<file path="config.mk">
export PLATFORM = sky130hd
export DESIGN_NAME = qint_multi
export DESIGN_NICKNAME = d
export VERILOG_FILES = /design/src/rtl/qint_multi_pkg.sv /design/src/rtl/qint_arbiter.sv /design/src/rtl/qint_multi.sv
export SDC_FILE = /design/constraint.sdc
export NUM_CORES = 1
export LEC_CHECK = 0
export ABC_CLOCK_PERIOD_IN_PS = 13150
export BUFFER_PORTS_ARGS = -buffer_cell sky130_fd_sc_hd__buf_2
export CAP_MARGIN = 20
export CORE_UTILIZATION = 45
export CTS_BUF_LIST = sky130_fd_sc_hd__clkbuf_2 sky130_fd_sc_hd__clkbuf_4 sky130_fd_sc_hd__clkbuf_8
export DETAILED_ROUTE_END_ITERATION = 6
export PLACE_DENSITY_LB_ADDON = 0.3
export SYNTH_ARGS = -nofsm -noshare
export SYNTH_HDL_FRONTEND = slang
export SYNTH_SLANG_ARGS = --single-unit
</file>
<file path="constraint.sdc">
create_clock -name clk -period 13.15 [get_ports clk]
set_input_delay 0.6575 -clock clk [delete_from_list [all_inputs] [get_ports clk]]
set_output_delay 0.6575 -clock clk [all_outputs]
set_load 0.02 [all_outputs]
</file>
<file path="src/rtl/qint_multi_pkg.sv">
// Shared constants for the multi-channel QBUS interrupt requester:
// priority level codes, FSM state encodings and an index-width helper.
package qint_multi_pkg;

  localparam logic [1:0] INTP_4 = 2'd0;
  localparam logic [1:0] INTP_5 = 2'd1;
  localparam logic [1:0] INTP_6 = 2'd2;
  localparam logic [1:0] INTP_7 = 2'd3;

  localparam logic [1:0] QI_IDLE   = 2'd0;
  localparam logic [1:0] QI_ARMED  = 2'd1;
  localparam logic [1:0] QI_VECTOR = 2'd2;

  function automatic int idx_w(input int n);
    return (n > 1) ? $clog2(n) : 1;
  endfunction

endpackage

</file>
<file path="src/rtl/qint_arbiter.sv">
// Combinational priority encoder: highest level among pending channels,
// ties resolved toward the lowest channel index.
module qint_arbiter
  import qint_multi_pkg::*;
#(
  parameter int NCHAN = 4,
  localparam int IW = idx_w(NCHAN)
) (
  input  logic [NCHAN-1:0]   pending,
  input  logic [2*NCHAN-1:0] int_priority,
  output logic               valid,
  output logic [IW-1:0]      idx,
  output logic [1:0]         level
);

  always_comb begin
    valid = 1'b0;
    idx   = '0;
    level = INTP_4;
    // strict '>' keeps the earlier (lower) index on equal levels
    for (int i = 0; i < NCHAN; i++) begin
      if (pending[i] && (!valid || int_priority[2*i +: 2] > level)) begin
        valid = 1'b1;
        idx   = IW'(i);
        level = int_priority[2*i +: 2];
      end
    end
  end

endmodule

</file>
<file path="src/rtl/qint_multi.sv">
// QBUS interrupt requester: NCHAN sources share one IRQ/IAK daisy-chain slot.
// Pending tracking, IRQ line drive, DIN/IAK handshake FSM and vector output.
module qint_multi
  import qint_multi_pkg::*;
#(
  parameter int NCHAN   = 4,
  parameter bit LATCHED = 1'b1,
  localparam int IW = idx_w(NCHAN)
) (
  input  logic               clk,
  input  logic               RINIT,
  input  logic [2*NCHAN-1:0] int_priority,
  input  logic [7*NCHAN-1:0] int_vector,
  input  logic [NCHAN-1:0]   interrupt_request,
  input  logic [NCHAN-1:0]   irq_cancel,
  input  logic               RDIN,
  input  logic [4:7]         RIRQ,
  input  logic               RIAKI,
  output logic [4:7]         TIRQ,
  output logic               TIAKO,
  output logic               assert_vector,
  output logic [15:0]        vector_out,
  output logic [NCHAN-1:0]   int_ack
);

  logic [NCHAN-1:0] req_q, req_d, pending_q, pending_d, ack_q, ack_d, svc;
  logic [1:0]       state_q, state_d;
  logic [IW-1:0]    win_idx_q, win_idx_d;
  logic [6:0]       win_vec_q, win_vec_d;
  logic [4:7]       tirq_q, tirq_d;
  logic             rdin_q, rdin_d;

  logic             arb_valid, irq_higher, din_edge;
  logic [IW-1:0]    arb_idx;
  logic [1:0]       arb_level;
  logic [6:0]       vec_arr [NCHAN];
  logic             unused_rirq4;

  assign unused_rirq4 = RIRQ[4];

  qint_arbiter #(.NCHAN(NCHAN)) u_arb (
    .pending      (pending_q),
    .int_priority (int_priority),
    .valid        (arb_valid),
    .idx          (arb_idx),
    .level        (arb_level)
  );

  always_comb begin
    for (int i = 0; i < NCHAN; i++) vec_arr[i] = int_vector[7*i +: 7];
  end

  always_comb begin
    case (arb_level)
      INTP_4:  irq_higher = RIRQ[5] | RIRQ[6];
      INTP_5:  irq_higher = RIRQ[6];
      INTP_6:  irq_higher = RIRQ[7];
      default: irq_higher = 1'b0;
    endcase
  end

  assign din_edge = RDIN & ~rdin_q;
  assign req_d    = interrupt_request;
  assign rdin_d   = RDIN;

  // cancel beats a new request edge, which beats the acknowledge clear
  always_comb begin
    for (int i = 0; i < NCHAN; i++) begin
      if (!LATCHED)                                  pending_d[i] = interrupt_request[i];
      else if (irq_cancel[i])                        pending_d[i] = 1'b0;
      else if (interrupt_request[i] && !req_q[i])    pending_d[i] = 1'b1;
      else if (ack_q[i])                             pending_d[i] = 1'b0;
      else                                           pending_d[i] = pending_q[i];
    end
  end

  always_comb begin
    state_d   = state_q;
    win_idx_d = win_idx_q;
    win_vec_d = win_vec_q;
    ack_d     = '0;
    case (state_q)
      QI_IDLE: begin
        if (din_edge && arb_valid && !irq_higher) begin
          state_d   = QI_ARMED;
          win_idx_d = arb_idx;
          win_vec_d = vec_arr[arb_idx];
        end
      end
      QI_ARMED: begin
        if (irq_cancel[win_idx_q] || !pending_q[win_idx_q]) begin
          state_d = QI_IDLE;
        end else if (RIAKI) begin
          state_d          = QI_VECTOR;
          ack_d[win_idx_q] = 1'b1;
        end else if (din_edge) begin
          if (arb_valid && !irq_higher) begin
            win_idx_d = arb_idx;
            win_vec_d = vec_arr[arb_idx];
          end else begin
            state_d = QI_IDLE;
          end
        end
      end
      QI_VECTOR: begin
        if (!RIAKI || !RDIN) state_d = QI_IDLE;
      end
      default: state_d = QI_IDLE;
    endcase
  end

  // the channel being vectored stops driving its IRQ lines
  always_comb begin
    svc    = '0;
    tirq_d = '0;
    if (state_q == QI_VECTOR) svc[win_idx_q] = 1'b1;
    for (int i = 0; i < NCHAN; i++) begin
      if (pending_q[i] && !svc[i]) begin
        tirq_d[4] = 1'b1;
        case (int_priority[2*i +: 2])
          INTP_5:  tirq_d[5] = 1'b1;
          INTP_6:  tirq_d[6] = 1'b1;
          INTP_7:  begin tirq_d[6] = 1'b1; tirq_d[7] = 1'b1; end
          default: ;
        endcase
      end
    end
  end

  always_ff @(posedge clk) begin
    req_q  <= req_d;
    rdin_q <= rdin_d;
    if (RINIT) begin
      pending_q <= '0;
      state_q   <= QI_IDLE;
      win_idx_q <= '0;
      win_vec_q <= '0;
      tirq_q    <= '0;
      ack_q     <= '0;
    end else begin
      pending_q <= pending_d;
      state_q   <= state_d;
      win_idx_q <= win_idx_d;
      win_vec_q <= win_vec_d;
      tirq_q    <= tirq_d;
      ack_q     <= ack_d;
    end
  end

  assign TIRQ          = tirq_q;
  assign TIAKO         = RIAKI & ~(state_q == QI_ARMED || state_q == QI_VECTOR);
  assign assert_vector = (state_q == QI_VECTOR);
  assign vector_out    = assert_vector ? {7'b0, win_vec_q, 2'b00} : 16'h0000;
  assign int_ack       = ack_q;

endmodule

</file>
==> results of run 1 <==
-- flip-flops by register name, indices dropped and copies added, names as in the netlist --
name,cells
req_q,4
win_vec_q,7
pending_q,4
int_ack,4
rdin_q,1
TIRQ,4
state_q,2
win_idx_q,2
-- power breakdown --
part	switching [mW]	internal (mW)
Sequential	0.00257	0.0880
Clock	0.0271	0.0408
Combinational	0.0261	0.0191
Total	0.0558	0.148
-- metal layers --
layer  vias up  track usage
li1        931            -
met5         -            0
met2        59        0.309
met1       819        0.258
met3         4       0.0338
met4         0       0.0479
-- worst reg2reg max path, cell delays in order (launching register included) --
cell      delay [ns]
dfxtp_1         0.56
nand2_1         0.13
ha_1            0.33
nor2b_1         0.16
o311a_1         0.51
a32oi_4         0.29
ha_1            0.28
nor2b_1         0.14
o211ai_1        0.23
and2_1          0.26
mux2_2          0.37
ha_1            0.28
nand2_1         0.07
nand2_1         0.07
o21ai_2         0.60
and2_1          0.31
or3b_1          0.18
a21oi_4         0.08
nor4_4          0.91
nor2_1          0.13
a211oi_2        0.23
-- logic make-up (layout without fill, tap and decap cells) --
family | after synthesis | count (layout) | share of synthesized area
flops | 28 | 28 | 0.290
fa+ha+maj | 9 | 9 | 0.0583
compound gates | 62 | 62 | 0.252
buf+inv | 39 | 89 | 0.107
mux | 11 | 11 | 0.0583
other cells | 1 | 9 | 0.00194
simple gates | 87 | 87 | 0.232
-- final timing paths --
check        cells past startpoint      endpoint  slack, ns                 start
min reg2reg                      2    state_q[1]       0.50            state_q[1]
min                              1      req_q[0]       0.48  interrupt_request[0]
max                             20  win_idx_q[1]       6.97          pending_q[0]
max reg2reg                     20  win_idx_q[1]       6.97          pending_q[0]
-- area by class of cell --
type,count,area (um^2),area share
sequential,28,561,0.244
inverter,18,70.1,0.0305
clock inverter,1,30.0,0.0131
multi-input combinational,178,1200,0.521
clock buffer,3,41.3,0.0180
timing repair buffer,67,335,0.146
tap,50,62.6,0.0272
-- cells in the mapped netlist, types with 2 or more instances --
cell	number
o22ai_1	6
ha_1	9
clkbuf_1	8
nor3_1	5
mux2i_1	9
o32ai_1	2
o21ai_0	3
a21o_1	2
a21oi_1	20
nand2_1	14
nor2_2	2
o211ai_1	3
nor3b_1	4
nor2_1	31
buf_4	9
a31oi_1	4
and2_1	10
nand3_1	5
mux2_2	2
a211oi_2	9
inv_1	16
nor2b_1	3
o221ai_1	2
and3_1	2
buf_6	3
dfxtp_1	28
nand2b_1	4
-- through the flow --
step,power [mW],hold WS [ns],utilization,instances,cell area (um^2)
after floorplan,0.126,0.466,-,245,1960
after global placement,0.137,0.484,0.548,341,2220
after detailed placement,0.137,0.490,0.548,341,2220
after CTS,0.205,0.482,0.566,345,2300
after global routing,0.213,0.479,0.566,345,2300
final,0.204,0.483,0.566,345,2300
==> results by group, run 1 <==
Die
  • Die footprint: 0.00456 mm^2
  • FP Rows: 23
  • Die X: 67.5 um
  • Die Ht: 67.5 um
  • Core area: 0.00406 mm^2
  • Starting Density: 0.476
  • IO Pins: 78

Clocking
  • CTS H-tree lvls: 1
  • CTS tree: done
  • CTS Buffer Depth: 2
  • Postcts setup bufs: 0
  • Clk slew on worst S/H paths: 0.10 ns
  • CTS buffer count: 3
  • Resized Gates After CTS: 0
  • Post-CTS Hold Buffers: 0
  • Skew-Pair Late Insertion Delay: 0.28 ns
  • Clock sink count: 28
  • CTS root buf: clkbuf_8

STA
  • Setup violators final: 0
  • RSZ-0062 raised after global routing: false
  • Period minus WS final: 6.18 ns
  • Final Hold Fails: 0
  • Max Clk Rate: approximately 160 MHz
  • Final period util: 0.470
  • Slew @ Worst Pin: 1.06 ns
  • Setup ws final: approximately 7 ns
  • Post-Route Skew: 0.00962 ns
  • Max-slew headroom: 0.290
  • Total negative setup slack: 0 ns
  • Pins Over Slew Limit: 0

Placed design
  • Pre-CTS setup slack: between 6 and 7 ns
  • HPWL Detailed: around 3.4 mm
  • GP Congestion: 0.849
  • Number of port buffers: between 60 and 70

Drt
  • Vias: roughly 1.8k
  • Vias per inst: 5.26
  • Routed wire length: 4.37 mm
  • Drc violations: 0
  • Wire length on met2: 2.06 mm
  • Drt initial violations: 144
  • Routed met3 length: 268 um
  • First drt pass iteration count: 4
  • Met1 WL: 2.02 mm
  • ANT nets after route: 0
  • Highest routed metal layer: met4
  • Wire per inst: 12.7 um

Synthesis
  • Synth async-reset ratio: 0
  • Distinct cells, synth: 49
  • Synthesized area: roughly 0.0019 mm^2
  • Post-synth EDFFs: 0
  • Ys flop type: dfxtp_1
  • Yosys reg bits: 28
  • Post-synth top area share: 0.290
  • Post-synthesis sequential area ratio: 0.290
  • Synth top area cells: dfxtp_1 (29%), nor2_1 (6.0%), a211oi_2 (5.8%)
  • Synth area leader: dfxtp_1
  • Syn avg cell area: 8.16 um^2
  • Post-Synthesis Cells: 237
  • Synth Warn #: 0

Final layout
  • Most frequent cells in the layout: buf_2 (67), nor2_1 (31), dfxtp_1 (28)
  • Area grow syn2layout: 18.8%
  • Final #Nets: 357
  • Share of layout cells above drive strength 1: 0.312
  • Filler instances: 372
  • Antenna cells: 0
  • Commonest non-fill, non-tap cell in the layout: buf_2

Setup path
  • CP arrival: 6.38 ns
  • Setup crit start kind: flip-flop
  • Kind of cell adding the most delay to the critical path: simple AND/OR/NAND/NOR gates
  • WP buf/inv: 0
  • CP Capture Type: flip-flop
  • Worst path required time: 13.35 ns
  • Crit-path cells: nand2_1 > ha_1 > nor2b_1 > o311a_1 > a32oi_4 > ha_1 > nor2b_1 > o211ai_1 > and2_1 > mux2_2 > ha_1 > nand2_1 > nand2_1 > o21ai_2 > and2_1 > or3b_1 > a21oi_4 > nor4_4 > nor2_1 > a211oi_2
  • Crit path largest cell delay: 0.91 ns
  • CP max FO: 19
  • Setup CP Type: flip-flop to flip-flop
  • Slowest-stage cell, CP: nor4_4

Global routing
  • Vias in the first global route: 1513
  • Number of antenna violations at the first check in global routing: 0
  • First-pass GRT wire length: around 6.7 mm
  • Grt ovf: 0
  • Pin count of the biggest net entering global routing: 21
  • Tot GR Track Use: 0.191

Pwr
  • Maximum vdd drop: 0.0563 mV
  • Leakage: 1.01 nW
  • Pwr Density: 88.7 mW/mm^2

Run
  • Max-cap check violation count: 0

Hold path
  • Worst hold path type: input port to flip-flop

Status
  • Status: completed
Power figures use the tool's default switching activity.
==> run 2: changes to the inputs <==
--- a/config.mk
+++ b/config.mk
@@ -5,7 +5,8 @@
 export SDC_FILE = /design/constraint.sdc
 export NUM_CORES = 1
 export LEC_CHECK = 0
-export ABC_CLOCK_PERIOD_IN_PS = 13150
+export ABC_AREA = 1
+export ABC_CLOCK_PERIOD_IN_PS = 5100
 export BUFFER_PORTS_ARGS = -buffer_cell sky130_fd_sc_hd__buf_2
 export CAP_MARGIN = 20
 export CORE_UTILIZATION = 45
==> constraint.sdc (replaced) <==
create_clock -name clk -period 5.1 [get_ports clk]
set_input_delay 0.255 -clock clk [delete_from_list [all_inputs] [get_ports clk]]
set_output_delay 0.255 -clock clk [all_outputs]
set_load 0.02 [all_outputs]
==> run 2 against run 1 <==
Sequential power increased to 3.2 times the previous value. Maximum frequency increased by 39%. Sequential cell count unchanged. Via count increased by 15%. Setup slack got worse by 6.3 ns. Clock skew about the same. Global-route usage increased by 2.2 points. Die area increased by 2.9%. Sequential share of layout area decreased by 0.86 points. Clock-buffer cell count unchanged. Non-clock buffer count increased by 1. Critical path type unchanged. Critical endpoint is now win_vec_q[5]. Largest power group is now combinational cells.
==> results by group, run 2 <==
STA
  • Post-Route Skew: 0.00926 ns (was 0.00962 ns)
  • Period minus WS final: 4.46 ns (was 6.18 ns)
  • Setup ws final: 0.645 ns (was 6.97 ns)
  • Total negative setup slack: 0 ns (unchanged)
  • Max Clk Rate: 224 MHz (was 162 MHz)
  • Final Hold Fails: 0 (unchanged)
  • Final period util: 0.874 (was 0.470)
  • Setup violators final: 0 (unchanged)
  • RSZ-0062 raised after global routing: false (unchanged)
  • Pins Over Slew Limit: 0 (unchanged)

Clocking
  • Postcts setup bufs: 0 (unchanged)
  • CTS root buf: clkbuf_8 (unchanged)
  • CTS buffer count: 3 (unchanged)
  • Clock sink count: 28 (unchanged)
  • CTS Buffer Depth: 2 (unchanged)
  • Clk slew on worst S/H paths: 0.11 ns (was 0.10 ns)
  • Resized Gates After CTS: 0 (unchanged)
  • Skew-Pair Late Insertion Delay: 0.29 ns (was 0.28 ns)
  • CTS H-tree lvls: 1 (unchanged)
  • Post-CTS Hold Buffers: 0 (unchanged)
  • CTS tree: done (unchanged)

Hold path
  • HP Start: interrupt_request[0] (unchanged)
  • Worst hold path type: input port to flip-flop (unchanged)
  • Min-Delay Path Depth: 1 (unchanged)
  • Hold EP: req_q[0] (unchanged)

Run
  • Max-cap check violation count: 0 (unchanged)

Synthesis
  • Post-synth top area share: 0.282 (was 0.290)
  • Post-synthesis sequential area ratio: 0.282 (was 0.290)
  • Xor and xnor area share after synthesis: 0 (unchanged)
  • Post-Synth Simple-Gate Area: 0.335 (was 0.232)
  • Syn avg cell area: 6.59 um^2 (was 8.16 um^2)
  • Post-synthesis adder-cell area fraction: 0.0566 (was 0.0583)
  • Ys flop type: dfxtp_1 (unchanged)
  • Most common cell in the netlist: nand2_1 (was nor2_1)
  • Yosys reg bits: 28 (unchanged)
  • Post-Synthesis Cells: 302 (was 237)
  • Synth area leader: dfxtp_1 (unchanged)
  • Synth Warn #: 0 (unchanged)
  • Synthesized area: 0.00199 mm^2 (was 0.00193 mm^2)
  • Synth top cells by count: nand2_1 (66), inv_1 (50), nor2_1 (31) (was nor2_1 (31), dfxtp_1 (28), a21oi_1 (20))
  • Largest family of logic cells by synthesized area: simple AND/OR/NAND/NOR gates (was compound AO/OA/AOI/OAI gates)
  • Synth async-reset ratio: 0 (unchanged)
  • Post-synth EDFFs: 0 (unchanged)
  • Distinct cells, synth: 34 (was 49)
  • Compound-Gate Fraction of Synth Area: 0.162 (was 0.252)
  • Synth top area cells: dfxtp_1 (28%), nand2_1 (12%), inv_1 (9.4%) (was dfxtp_1 (29%), nor2_1 (6.0%), a211oi_2 (5.8%))
  • Multiplexer share of the synthesized area: 0 (was 0.0583)

Global routing
  • First-pass GRT wire length: 7.52 mm (was 6.73 mm)
  • Number of antenna violations at the first check in global routing: 0 (unchanged)
  • Vias in the first global route: 1814 (was 1513)
  • Grt ovf: 0 (unchanged)
  • Tot GR Track Use: 0.213 (was 0.191)
  • Pin count of the biggest net entering global routing: 17 (was 21)

Setup path
  • Worst r2r path cells: 36 (was 20)
  • Setup crit start kind: flip-flop (unchanged)
  • CP max FO: 13 (was 19)
  • Reg2reg start: pending_q[0] (unchanged)
  • Setup CP Type: flip-flop to flip-flop (unchanged)
  • Kind of cell adding the most delay to the critical path: simple AND/OR/NAND/NOR gates (unchanged)
  • Most used cell, CP: nand2_1
  • Crit path largest cell delay: 0.41 ns (was 0.91 ns)
  • CP arrival: 4.69 ns (was 6.38 ns)
  • Worst path required time: 5.33 ns (was 13.35 ns)
  • CP Capture Type: flip-flop (unchanged)
  • R2r setup slk: 0.64 ns (was 6.97 ns)
  • Slowest-stage cell, CP: dfxtp_1 (was nor4_4)
  • Worst reg2reg endpoint: win_vec_q[5] (was win_idx_q[1])
  • WP buf/inv: 5 (was 0)

Pwr
  • Leakage: 1.35 nW (was 1.01 nW)
  • Sequential power share: 0.341 (was 0.445)
  • Switch Pwr: 350 uW (was 55.8 uW)
  • Combinational Power Share: 0.447 (was 0.222)
  • Power, Total: 856 uW (was 204 uW)
  • Cell-internal power: 506 uW (was 148 uW)
  • Clock Power Share: 0.212 (was 0.333)
  • Pwr Density: 360 mW/mm^2 (was 88.7 mW/mm^2)
  • Switching Fraction: 0.409 (was 0.274)
  • Maximum vdd drop: 0.182 mV (was 0.0563 mV)

Drt
  • Wire per inst: 11.4 um (was 12.7 um)
  • Drc violations: 0 (unchanged)
  • Vias: 2094 (was 1813)
  • First drt pass iteration count: 4 (unchanged)
  • ANT nets after route: 0 (unchanged)
  • Routed wire length: 4.73 mm (was 4.37 mm)
  • Vias per inst: 5.03 (was 5.26)
  • Drt initial violations: 92 (was 144)

Final layout
  • Most frequent cells in the layout: buf_2 (67), nand2_1 (66), inv_1 (50) (was buf_2 (67), nor2_1 (31), dfxtp_1 (28))
  • Area grow syn2layout: 19.5% (was 18.8%)
  • Biggest register: win_vec_q (unchanged)
  • Final #Nets: 428 (was 357)
  • Max reg flops: 7 (unchanged)
  • Filler instances: 426 (was 372)
  • Share of layout cells above drive strength 1: 0.268 (was 0.312)
  • Antenna cells: 0 (unchanged)
  • Final Non-Filler Cells: 416 (was 345)
  • Commonest non-fill, non-tap cell in the layout: buf_2 (unchanged)

Placed design
  • Number of port buffers: 67 (unchanged)
  • DP Cell Count: 412 (was 341)
  • Pre-CTS setup slack: 0.685 ns (was 6.76 ns)
  • HPWL Detailed: 3.77 mm (was 3.36 mm)
  • GP Congestion: 0.876 (was 0.849)

Die
  • Die X: 68.5 um (was 67.5 um)
  • Starting Density: 0.484 (was 0.476)
  • Die footprint: 0.00469 mm^2 (was 0.00456 mm^2)
  • IO Pins: 78 (unchanged)
  • Core area: 0.00412 mm^2 (was 0.00406 mm^2)
  • Die Ht: 68.5 um (was 67.5 um)
  • FP Rows: 23 (unchanged)

Status
  • Status: completed (unchanged)
## run 2: cell count changes after synthesis, moves of 6 or more
cell	delta
a21oi_1	-8
and2_1	-9
inv_1	+34
a211oi_2	-9
clkbuf_1	-6
mux2i_1	-9
nand2_2	+7
nand3_1	+12
nand2_1	+52
## run 2: routing by layer
layer | GRT usage | up-vias | wire length (um)
met3 | 0.0329 | 8 | 280
met1 | 0.277 | 920 | 2220
met4 | 0.0703 | 0 | 78
li1 | - | 1093 | -
met5 | 0 | - | 0
met2 | 0.357 | 73 | 2150
## run 2: worst max-delay path by stage
stage,startpoint,to,slack [ns],cells after the start
after detailed placement,pending_q[0],win_vec_q[5],0.69,36
after floorplan,pending_q[0],win_idx_q[0],1.34,35
after global placement,pending_q[0],win_vec_q[6],0.75,36
after global routing,pending_q[0],win_vec_q[6],0.04,36
after CTS,pending_q[0],win_vec_q[5],0.64,36
final,pending_q[0],win_vec_q[5],0.64,36
## run 2: through the flow
step                      hold WS (ns)  utilization  instance area [um^2]
final                           0.0712        0.578                  2380
after global routing            0.0670        0.578                  2380
after floorplan                  0.283            -                  2020
after detailed placement         0.373        0.561                  2310
after CTS                       0.0708        0.578                  2380
after global placement           0.371        0.561                  2310
## run 2: kinds of logic (layout without fill, tap and decap cells)
family	count (synthesis)	after routing
compound gates	48	48
fa+ha+maj	9	9
buf+inv	71	127
flops	28	28
other cells	1	9
simple gates	145	145
## run 2: final cells by class
| cell class | instances | area, um^2 | area share |
|---|---|---|---|
| repair buffers | 68 | 343 | 0.144 |
| well taps | 50 | 62.6 | 0.0263 |
| inverters | 55 | 206 | 0.0868 |
| multi-input cells | 211 | 1140 | 0.477 |
| flip-flops and latches | 28 | 561 | 0.236 |
| clock buffers | 3 | 41.3 | 0.0174 |
| clock inverters | 1 | 30.0 | 0.0126 |
## run 2: power groups by stage
stage | clock (mW) | combinational [mW] | sequential (mW)
6_report | 0.182 | 0.383 | 0.292
5_1_grt | 0.192 | 0.435 | 0.296
4_1_cts | 0.184 | 0.383 | 0.292
3_5_place_dp | 0 | 0.381 | 0.297
3_3_place_gp | 0 | 0.371 | 0.295
2_1_floorplan | 0 | 0.314 | 0.292
